--- config.mk ---
export PLATFORM = sky130hd
export DESIGN_NAME = mt_core_controller
export DESIGN_NICKNAME = d
export VERILOG_FILES = /design/src/rtl/mt_core_controller_pkg.sv /design/src/rtl/mt_core_controller_rr_thread_picker.sv /design/src/rtl/mt_core_controller.sv
export SDC_FILE = /design/constraint.sdc
export NUM_CORES = 1
export LEC_CHECK = 0
export BUFFER_PORTS_ARGS = -buffer_cell sky130_fd_sc_hd__buf_2
export CAP_MARGIN = 20
export CORE_MARGIN = 4
export CORE_UTILIZATION = 30
export CTS_BUF_LIST = sky130_fd_sc_hd__clkbuf_8
export DETAILED_ROUTE_END_ITERATION = 10
export REMOVE_ABC_BUFFERS = 1
export SLEW_MARGIN = 20
export SYNTH_ARGS = -nofsm -noshare
export SYNTH_HDL_FRONTEND = slang
export SYNTH_SLANG_ARGS = --single-unit
--- constraint.sdc ---
create_clock -name clk -period 4.08 [get_ports clk]
set_input_delay 0.612 -clock clk [delete_from_list [all_inputs] [get_ports clk]]
set_output_delay 0.612 -clock clk [all_outputs]
set_load 0.005 [all_outputs]
--- src/rtl/mt_core_controller_pkg.sv ---
`default_nettype none
// ============================================================================
// Module   : mt_core_controller_pkg
// Brief    : Shared encodings for the multi-thread core controller.
// Revision : 1.0 - initial release
// ============================================================================
package mt_core_controller_pkg;

  typedef enum logic [2:0] {
    ST_IDLE    = 3'd0,
    ST_FETCH   = 3'd1,
    ST_DECODE  = 3'd2,
    ST_REQUEST = 3'd3,
    ST_WAIT    = 3'd4,
    ST_EXECUTE = 3'd5,
    ST_UPDATE  = 3'd6,
    ST_DONE    = 3'd7
  } core_state_e;

  localparam logic [2:0] FETCHER_FETCHED = 3'd2;

  localparam logic [1:0] LSU_IDLE       = 2'd0;
  localparam logic [1:0] LSU_REQUESTING = 2'd1;
  localparam logic [1:0] LSU_WAITING    = 2'd2;
  localparam logic [1:0] LSU_DONE       = 2'd3;

  localparam int RETIRED_W = 16;

  // The LSU has nothing outstanding for the active thread.
  function automatic logic lsu_settled(input logic [1:0] s);
    return (s == LSU_IDLE) || (s == LSU_DONE);
  endfunction

endpackage
`default_nettype wire

--- src/rtl/mt_core_controller_rr_thread_picker.sv ---
`default_nettype none
// ============================================================================
// Module   : rr_thread_picker
// Brief    : Round-robin pick of the next alive thread after cur_idx (wraps,
//            may return cur_idx itself).
// Revision : 1.0 - initial release
// ============================================================================
module rr_thread_picker #(
  parameter int THREADS = 4,
  parameter int IDX_W   = 2
) (
  input  logic [THREADS-1:0] alive,
  input  logic [IDX_W-1:0]   cur_idx,
  output logic [IDX_W-1:0]   next_idx,
  output logic               any_alive
);

  logic [IDX_W-1:0] hi_idx;
  logic [IDX_W-1:0] lo_idx;
  logic             hi_found;

  // Descending scan: the last hit is the lowest index in each half.
  always_comb begin
    hi_idx   = '0;
    lo_idx   = '0;
    hi_found = 1'b0;
    for (int j = THREADS - 1; j >= 0; j--) begin
      if (alive[j]) begin
        if (j > int'(cur_idx)) begin
          hi_idx   = IDX_W'(j);
          hi_found = 1'b1;
        end else begin
          lo_idx = IDX_W'(j);
        end
      end
    end
  end

  assign next_idx  = hi_found ? hi_idx : lo_idx;
  assign any_alive = |alive;

endmodule
`default_nettype wire

--- src/rtl/mt_core_controller.sv ---
`default_nettype none
// ============================================================================
// Module   : mt_core_controller
// Brief    : Multi-thread core sequencer with per-thread PCs, round-robin
//            switching at UPDATE, LSU watchdog and retired counter.
// Revision : 1.0 - initial release
// ============================================================================
module mt_core_controller
  import mt_core_controller_pkg::*;
#(
  parameter int THREADS      = 4,
  parameter int PC_BITS      = 8,
  parameter int START_PC     = 0,
  parameter int WAIT_TIMEOUT = 255,
  localparam int IDX_W       = (THREADS > 1) ? $clog2(THREADS) : 1
) (
  input  logic                 clk,
  input  logic                 reset,
  input  logic                 start,
  input  logic [THREADS-1:0]   thread_mask,
  input  logic [2:0]           fetcher_state,
  input  logic [1:0]           lsu_state,
  input  logic                 decoded_ret,
  input  logic [PC_BITS-1:0]   next_pc,
  output logic [PC_BITS-1:0]   current_pc,
  output logic [IDX_W-1:0]     active_thread,
  output logic [2:0]           core_state,
  output logic [THREADS-1:0]   thread_done,
  output logic                 done,
  output logic                 timeout_err,
  output logic [RETIRED_W-1:0] instr_retired
);

  localparam int WD_W = (WAIT_TIMEOUT > 1) ? $clog2(WAIT_TIMEOUT + 1) : 1;

  core_state_e            state_q, state_d;
  logic [PC_BITS-1:0]     pc_q [THREADS];
  logic [PC_BITS-1:0]     pc_d [THREADS];
  logic [IDX_W-1:0]       active_q, active_d;
  logic [THREADS-1:0]     tdone_q, tdone_d;
  logic                   terr_q, terr_d;
  logic [RETIRED_W-1:0]   ret_q, ret_d;
  logic [WD_W-1:0]        wcnt_q, wcnt_d;

  logic [THREADS-1:0]     done_after;
  logic [IDX_W-1:0]       first_idx, next_idx;
  logic                   first_any, next_any;

  // Done mask as it will stand once the current UPDATE retires.
  assign done_after = tdone_q | (decoded_ret ? (THREADS'(1) << active_q) : '0);

  rr_thread_picker #(.THREADS(THREADS), .IDX_W(IDX_W)) u_first_pick (
    .alive     (thread_mask),
    .cur_idx   (IDX_W'(THREADS - 1)),
    .next_idx  (first_idx),
    .any_alive (first_any)
  );

  rr_thread_picker #(.THREADS(THREADS), .IDX_W(IDX_W)) u_next_pick (
    .alive     (~done_after),
    .cur_idx   (active_q),
    .next_idx  (next_idx),
    .any_alive (next_any)
  );

  always_comb begin
    state_d  = state_q;
    pc_d     = pc_q;
    active_d = active_q;
    tdone_d  = tdone_q;
    terr_d   = terr_q;
    ret_d    = ret_q;
    wcnt_d   = '0;
    case (state_q)
      ST_IDLE, ST_DONE: begin
        if (start) begin
          for (int i = 0; i < THREADS; i++) pc_d[i] = PC_BITS'(START_PC);
          tdone_d  = ~thread_mask;
          terr_d   = 1'b0;
          ret_d    = '0;
          active_d = first_idx;
          state_d  = first_any ? ST_FETCH : ST_DONE;
        end
      end
      ST_FETCH: begin
        if (fetcher_state == FETCHER_FETCHED) state_d = ST_DECODE;
      end
      ST_DECODE:  state_d = ST_REQUEST;
      ST_REQUEST: state_d = ST_WAIT;
      ST_WAIT: begin
        if (lsu_settled(lsu_state)) begin
          state_d = ST_EXECUTE;
        end else if ((WAIT_TIMEOUT != 0) &&
                     ((32'(wcnt_q) + 32'd1) == 32'(WAIT_TIMEOUT))) begin
          terr_d  = 1'b1;
          state_d = ST_DONE;
        end else begin
          wcnt_d = wcnt_q + WD_W'(1);
        end
      end
      ST_EXECUTE: state_d = ST_UPDATE;
      ST_UPDATE: begin
        pc_d[active_q] = next_pc;
        if (ret_q != '1) ret_d = ret_q + RETIRED_W'(1);
        tdone_d = done_after;
        if (!next_any) begin
          state_d = ST_DONE;
        end else begin
          active_d = next_idx;
          state_d  = ST_FETCH;
        end
      end
      default: state_d = ST_IDLE;
    endcase
  end

  always_ff @(posedge clk or negedge reset) begin
    if (!reset) begin
      state_q  <= ST_IDLE;
      for (int i = 0; i < THREADS; i++) pc_q[i] <= '0;
      active_q <= '0;
      tdone_q  <= '0;
      terr_q   <= 1'b0;
      ret_q    <= '0;
      wcnt_q   <= '0;
    end else begin
      state_q  <= state_d;
      pc_q     <= pc_d;
      active_q <= active_d;
      tdone_q  <= tdone_d;
      terr_q   <= terr_d;
      ret_q    <= ret_d;
      wcnt_q   <= wcnt_d;
    end
  end

  assign current_pc    = pc_q[active_q];
  assign active_thread = active_q;
  assign core_state    = state_q;
  assign thread_done   = tdone_q;
  assign done          = (state_q == ST_DONE);
  assign timeout_err   = terr_q;
  assign instr_retired = ret_q;

endmodule
`default_nettype wire

=== Yosys cells after proc, flatten, opt, wreduce, memory -nomap -nowiden ===
Index checks and enable logic that the tools add are counted.
W data, S select, Z words.

* Output and inout bits: 35
* Flip-flop bits (word level): 66

* Add/sub/neg operators: 3
* Reduce and logical (&&, ||, !) cells: 14
* Bitwise gates (word level): 4
* Shift operators: 1
* Muxes and demuxes: 55
* Equality and inequality tests: 18
* Order comparisons: 5

{| class="wikitable"
|+ Operators with widths
! cell !! count
|-
| $pmux W32 S2 || 1
|-
| $mux W8 || 6
|-
| $mux W2 || 20
|-
| $bwmux W32 || 1
|-
| $mux W16 || 2
|-
| $mux W32 || 1
|-
| $pmux W16 S2 || 1
|-
| $pmux W3 S7 || 1
|-
| $mux W3 || 6
|-
| $add A16 B1 Y16 const B || 1
|-
| $bmux W8 S2 || 1
|-
| $demux W8 S2 || 1
|-
| $ne A16 B16 Y1 const B || 1
|-
| $eq A3 B3 Y1 const B || 4
|-
| $ne A2 B2 Y1 const B || 6
|-
| $add A8 B1 Y9 const B || 1
|-
| $eq A3 B2 Y1 const B || 3
|-
| $eq A9 B8 Y1 const B || 1
|-
| $mux W1 || 9
|-
| $reduce_and A3 Y1 || 3
|-
| $add A8 B1 Y8 const B || 1
|-
| $mux W4 || 2
|-
| $not A4 Y4 || 2
|-
| $pmux W4 S2 || 1
|-
| 21 further kinds || 24
|}

=== Logic depth before layout (Yosys ltp) ===
* Depth in word-level cells: 13
* Mapped depth: 7
* Gate-level depth less buffers: 6

=== By module ===
A second synthesis with hierarchy kept.

* Cells, all modules: 403
* Area, all modules: 3624.7 sq um

{| class="wikitable"
|+ By module, submodules not included
! module !! seq. area each (sq um) !! instances !! cells an instance !! area each (sq um)
|-
| mt_core_controller || 1651.6 || 1 || 377 || 3484.6
|-
| rr_thread_picker || 0.0 || 2 || 13 || 70.1
|}

=== Least setup slack after synthesis ===
No wires, ideal clock.

* Kind: register -> output
* From: register active_q[1] (netlist: active_thread[1])
* To: output current_pc[0]
* Arrival: 1360 ps
* Setup slack: 2108 ps
* Cell stages (with the launch flop): 4
* Cell sequence: dfrtp_1 > clkbuf_1 > clkbuf_1 > mux4_2

* Longest elaborated chain between the ends: 4

{| class="wikitable"
|+ RTL lines
! item !! line !! RTL
|-
| start, declared || mt_core_controller.sv:39 || <nowiki>logic [IDX_W-1:0] active_q, active_d;</nowiki>
|-
| start signal, assigned || mt_core_controller.sv:129 || <nowiki>active_q <= active_d;</nowiki>
|-
| $not A2 Y3 (not written as such) || mt_core_controller.sv:137 || <nowiki>assign current_pc = pc_q[active_q];</nowiki>
|-
| $bmux W8 S2 || mt_core_controller.sv:137 ||
|-
| $mux W8 (not written as such) (2 in series) || mt_core_controller.sv:137 ||
|-
| end, declared || mt_core_controller.sv:25 || <nowiki>output logic [PC_BITS-1:0] current_pc,</nowiki>
|}

Every way passes these cells. The select of a mux whose other input is x is not followed.

=== Worst setup path after layout ===
* From: register active_q[0] (netlist: active_thread[0])
* To: output current_pc[4]

The elaborated chain is that of the path after synthesis.

==> impl_metrics.csv <==
group,metric,value,unit
outcome,result_of_the_run,"finished clean",
die,start_util,30.5,%
sta,finalSetupTns,0,ns
detailed_routing,viasPerCell,5.22,
final_layout,share_of_post_route_cells_with_drive_strength_above_1,21.8,%
clocking,worst_setup_hold_path_clk_slew,0.08,ns
worst_setup_path,timing.critical_path.to_type,"output port",
sta,slew-limit-headroom,36.6,%
worst_setup_path,worst_setup_path_start_kind,"flip-flop",
global_route,wire_length_of_the_first_global_routing_pass,14300,um
synthesis,yosys_register_bits,66,
placement,globalplace.congestion,0.820,
worst_setup_path,setup.reg_to_reg.worst_slack,1.54,ns
detailed_routing,remaining_drc_errors,0,
worst_setup_path,timing.critical_path.slowest_cell_delay,0.97,ns
die,design.die.area,13400,um^2
synthesis,synth.yosys.seq_area_share,47.6,%
placement,dpl.hpwl,5980,um
final_layout,antenna_cells_inserted,0,
worst_setup_path,cp_max_fo,21,
global_route,total_congestion_overflow_after_global_routing,0,
clocking,clkLatencyLatePin,0.34,ns
synthesis,synthesis.area_per_instance,9.81,um^2
worst_setup_path,critical_path.cell_chain,"mux4_2 -> buf_2",
synthesis,synth.lib_cells_used.distinct,50,
global_route,grt_max_degree,42,
worst_setup_path,cp_data_required_time,3.47,ns
synthesis,asyncSetResetFlopFracSynth,100,%
sta,hold_viol,0,
worst_setup_path,cp_top_family,"flip-flops",
clocking,number_of_instances_resized_during_post_cts_repair,0,
clocking,clk_path_buf_depth,2,
power,power_density,618,nW/um^2
final_layout,register_area,1650,um^2
placement,placement.io_buffers,55,
global_route,first_global_vias,2797,
worst_setup_path,critical_path_class,"flip-flop to output port",
sta,timing_worst_slew_pin_value,0.951,ns
synthesis,cell_count_after_synthesis,354,
hold_path,hold_class,"primary input to async pin",
clocking,cts_tree,"built",
worst_setup_path,timing.rr.start,"active_thread[0]",
die,core,11400,um^2
detailed_routing,drt-wirelength-per-cell,15.8,um
worst_setup_path,reg2reg_to,"pc_q[22]",
sta,layout_worst_path_cycle_share,65.8,%
global_route,initial_antenna_violation_count,1,
die,floorplan.rows,39,
synthesis,synth_enable_flop_cells,0,
sta,min_period,2.68,ns
detailed_routing,drt_wl_total,8690,um
worst_setup_path,crit_slowest_cell,"sky130_fd_sc_hd__dfrtp_1",
worst_setup_path,critical_path_arrival,2.07,ns
clocking,cts.sink_count,66,
clocking,clk_root_buffer_cell,"sky130_fd_sc_hd__clkbuf_8",
worst_setup_path,crit_buf_inv,1,
job,cap_viol_max_count,0,
die,ioPinCount,56,
sta,maxSlewViolCount,0,
synthesis,mappedNetlistArea,3470,um^2
synthesis,yosysWarningCount,0,
sta,max_clock_freq,0.373,GHz
sta,rsz0062_at_grt,"no",
power,fin_total_pwr,2.51,mW
clocking,cts_inserted_buffers,9,
power,leakage,1.85,nW
synthesis,ys_dominant_reg_cell,"sky130_fd_sc_hd__dfrtp_1",
detailed_routing,antenna_violating_nets_post_route,0,
final_layout,multi_input_area,1690,um^2
die,fp.dieW,116,um
worst_setup_path,ff2ff_path_depth,4,
final_layout,final_net_count,427,
clocking,cts_post_setup_buffers_inserted,0,
final_layout,syn_to_final_growth,17.1,%
die,floorplan.die.height,116,um
detailed_routing,initialDrtViolationCount,177,
detailed_routing,num_vias,2877,
sta,timing.final.setup_violations,0,
detailed_routing,drt-pass1-iter-count,5,
clocking,htreeDepth,3,
sta,skew,0.0102,ns
clocking,cts-hold-fix-buffers,0,
global_route,grt.total_usage,13.5,%
power,worst_ir_drop_vdd,0.373,mV
final_layout,final.fill_count,1174,
[metal layers]
| metal | share of wire (%) | track usage [%] | up-vias |
|---|---|---|---|
| li1 | - | - | 1374 |
| met1 | 47 | 18.2 | 1408 |
| met5 | 0.15 | 0 | - |
| met4 | 1.1 | 3.99 | 2 |
| met2 | 45 | 21.0 | 82 |
| met3 | 6.8 | 4.33 | 11 |
[metrics by stage]
stage,std cells,area [um^2],hold WS [ns],setup slack [ns],util (%)
after floorplan,335,3370,0.316,1.97,-
after global placement,535,3840,0.478,1.57,33.8
after detailed placement,535,3840,0.482,1.49,33.8
after CTS,551,4070,0.426,1.37,35.8
after global routing,551,4070,0.465,1.27,35.8
final,551,4070,0.404,1.40,35.8
[cell usage after synthesis (2+ instances only)]
cell type,n,share of area [%]
sky130_fd_sc_hd__a21oi_1,17,2.4
sky130_fd_sc_hd__a22o_1,16,4.0
sky130_fd_sc_hd__and3_1,6,1.1
sky130_fd_sc_hd__and3b_1,2,0.50
sky130_fd_sc_hd__buf_2,9,1.3
sky130_fd_sc_hd__buf_4,2,0.43
sky130_fd_sc_hd__clkbuf_1,6,0.65
sky130_fd_sc_hd__dfrtp_1,66,48
sky130_fd_sc_hd__ha_1,3,1.1
sky130_fd_sc_hd__inv_1,10,1.1
sky130_fd_sc_hd__mux2_2,2,0.65
sky130_fd_sc_hd__mux2i_1,3,0.86
sky130_fd_sc_hd__mux4_2,8,5.2
sky130_fd_sc_hd__nand2_1,47,5.1
sky130_fd_sc_hd__nand2b_1,4,0.72
sky130_fd_sc_hd__nand3_1,20,2.9
sky130_fd_sc_hd__nand3b_1,2,0.43
sky130_fd_sc_hd__nand4_1,7,1.3
sky130_fd_sc_hd__nor2_1,35,3.8
sky130_fd_sc_hd__nor3_1,9,1.3
sky130_fd_sc_hd__nor3_2,2,0.58
sky130_fd_sc_hd__nor3b_1,3,0.65
sky130_fd_sc_hd__nor4_1,5,0.90
sky130_fd_sc_hd__o211ai_1,4,0.86
sky130_fd_sc_hd__o21ai_0,20,2.9
sky130_fd_sc_hd__or3_1,3,0.54
sky130_fd_sc_hd__xnor2_1,18,4.5
sky130_fd_sc_hd__xor2_1,3,0.76
[worst max path at each step]
stage / start / to / slack (ns) / cells past startpoint
final: active_thread[0] / current_pc[4] / 1.40 / 2
after global routing: active_thread[0] / current_pc[4] / 1.27 / 2
after CTS: active_thread[0] / current_pc[7] / 1.37 / 2
after detailed placement: active_thread[0] / pc_q[21] / 1.49 / 4
after global placement: core_state[2] / pc_q[21] / 1.57 / 4
after floorplan: active_thread[0] / active_thread[0] / 1.97 / 5
[cell type report]
cell class / instances / area share [%]
clock buffer: 9 / 3.04
timing repair buffer: 57 / 7.13
clock inverter: 7 / 2.49
tap: 143 / 4.40
multi-input combinational: 259 / 41.4
inverter: 10 / 0.923
sequential: 66 / 40.6
[cell usage in the layout, fill, tap and decap left out, types with 2 or more instances in the layout]
cell type	count
sky130_fd_sc_hd__xor2_1	3
sky130_fd_sc_hd__nor3_2	2
sky130_fd_sc_hd__and3_1	6
sky130_fd_sc_hd__clkbuf_8	9
sky130_fd_sc_hd__nand3_1	20
sky130_fd_sc_hd__bufinv_16	2
sky130_fd_sc_hd__o211ai_1	4
sky130_fd_sc_hd__nand2b_1	4
sky130_fd_sc_hd__inv_1	10
sky130_fd_sc_hd__ha_1	3
sky130_fd_sc_hd__nor2_1	35
sky130_fd_sc_hd__buf_2	55
sky130_fd_sc_hd__nand2_1	47
sky130_fd_sc_hd__and3b_1	2
sky130_fd_sc_hd__mux2_2	2
sky130_fd_sc_hd__a22o_1	16
sky130_fd_sc_hd__nand4_1	7
sky130_fd_sc_hd__dfrtp_1	66
sky130_fd_sc_hd__nor4_1	5
sky130_fd_sc_hd__buf_4	2
sky130_fd_sc_hd__a21oi_1	17
sky130_fd_sc_hd__or3_1	3
sky130_fd_sc_hd__xnor2_1	18
sky130_fd_sc_hd__clkinvlp_4	2
sky130_fd_sc_hd__nor3b_1	3
sky130_fd_sc_hd__inv_6	2
sky130_fd_sc_hd__nor3_1	9
sky130_fd_sc_hd__o21ai_0	20
sky130_fd_sc_hd__mux4_2	8
sky130_fd_sc_hd__nand3b_1	2
sky130_fd_sc_hd__mux2i_1	3
[logic make-up (layout without fill, tap and decap cells)]
group / count (synthesis) / in the layout / synth area share, %
AO/OA/AOI/OAI: 71 / 71 / 13.9
XOR/XNOR: 21 / 21 / 5.30
adder cells (fa/ha/maj): 3 / 3 / 1.08
buffers and inverters: 29 / 83 / 3.93
flip-flops: 66 / 66 / 47.6
multiplexers: 13 / 13 / 6.70
AND/OR/NAND/NOR: 151 / 151 / 21.5
[registers in the layout, indices dropped and copies added, names as in the netlist]
signal and cells:
active_thread 2, core_state 3, instr_retired 16, pc_q 32
thread_done 4, timeout_err 1, wcnt_q 8
[power by group]
group / internal, mW / switching [mW]
sequential: 0.833 / 0.258
clock: 0.349 / 0.273
combinational: 0.388 / 0.411
No activity file was read; power rests on OpenSTA's default activity.
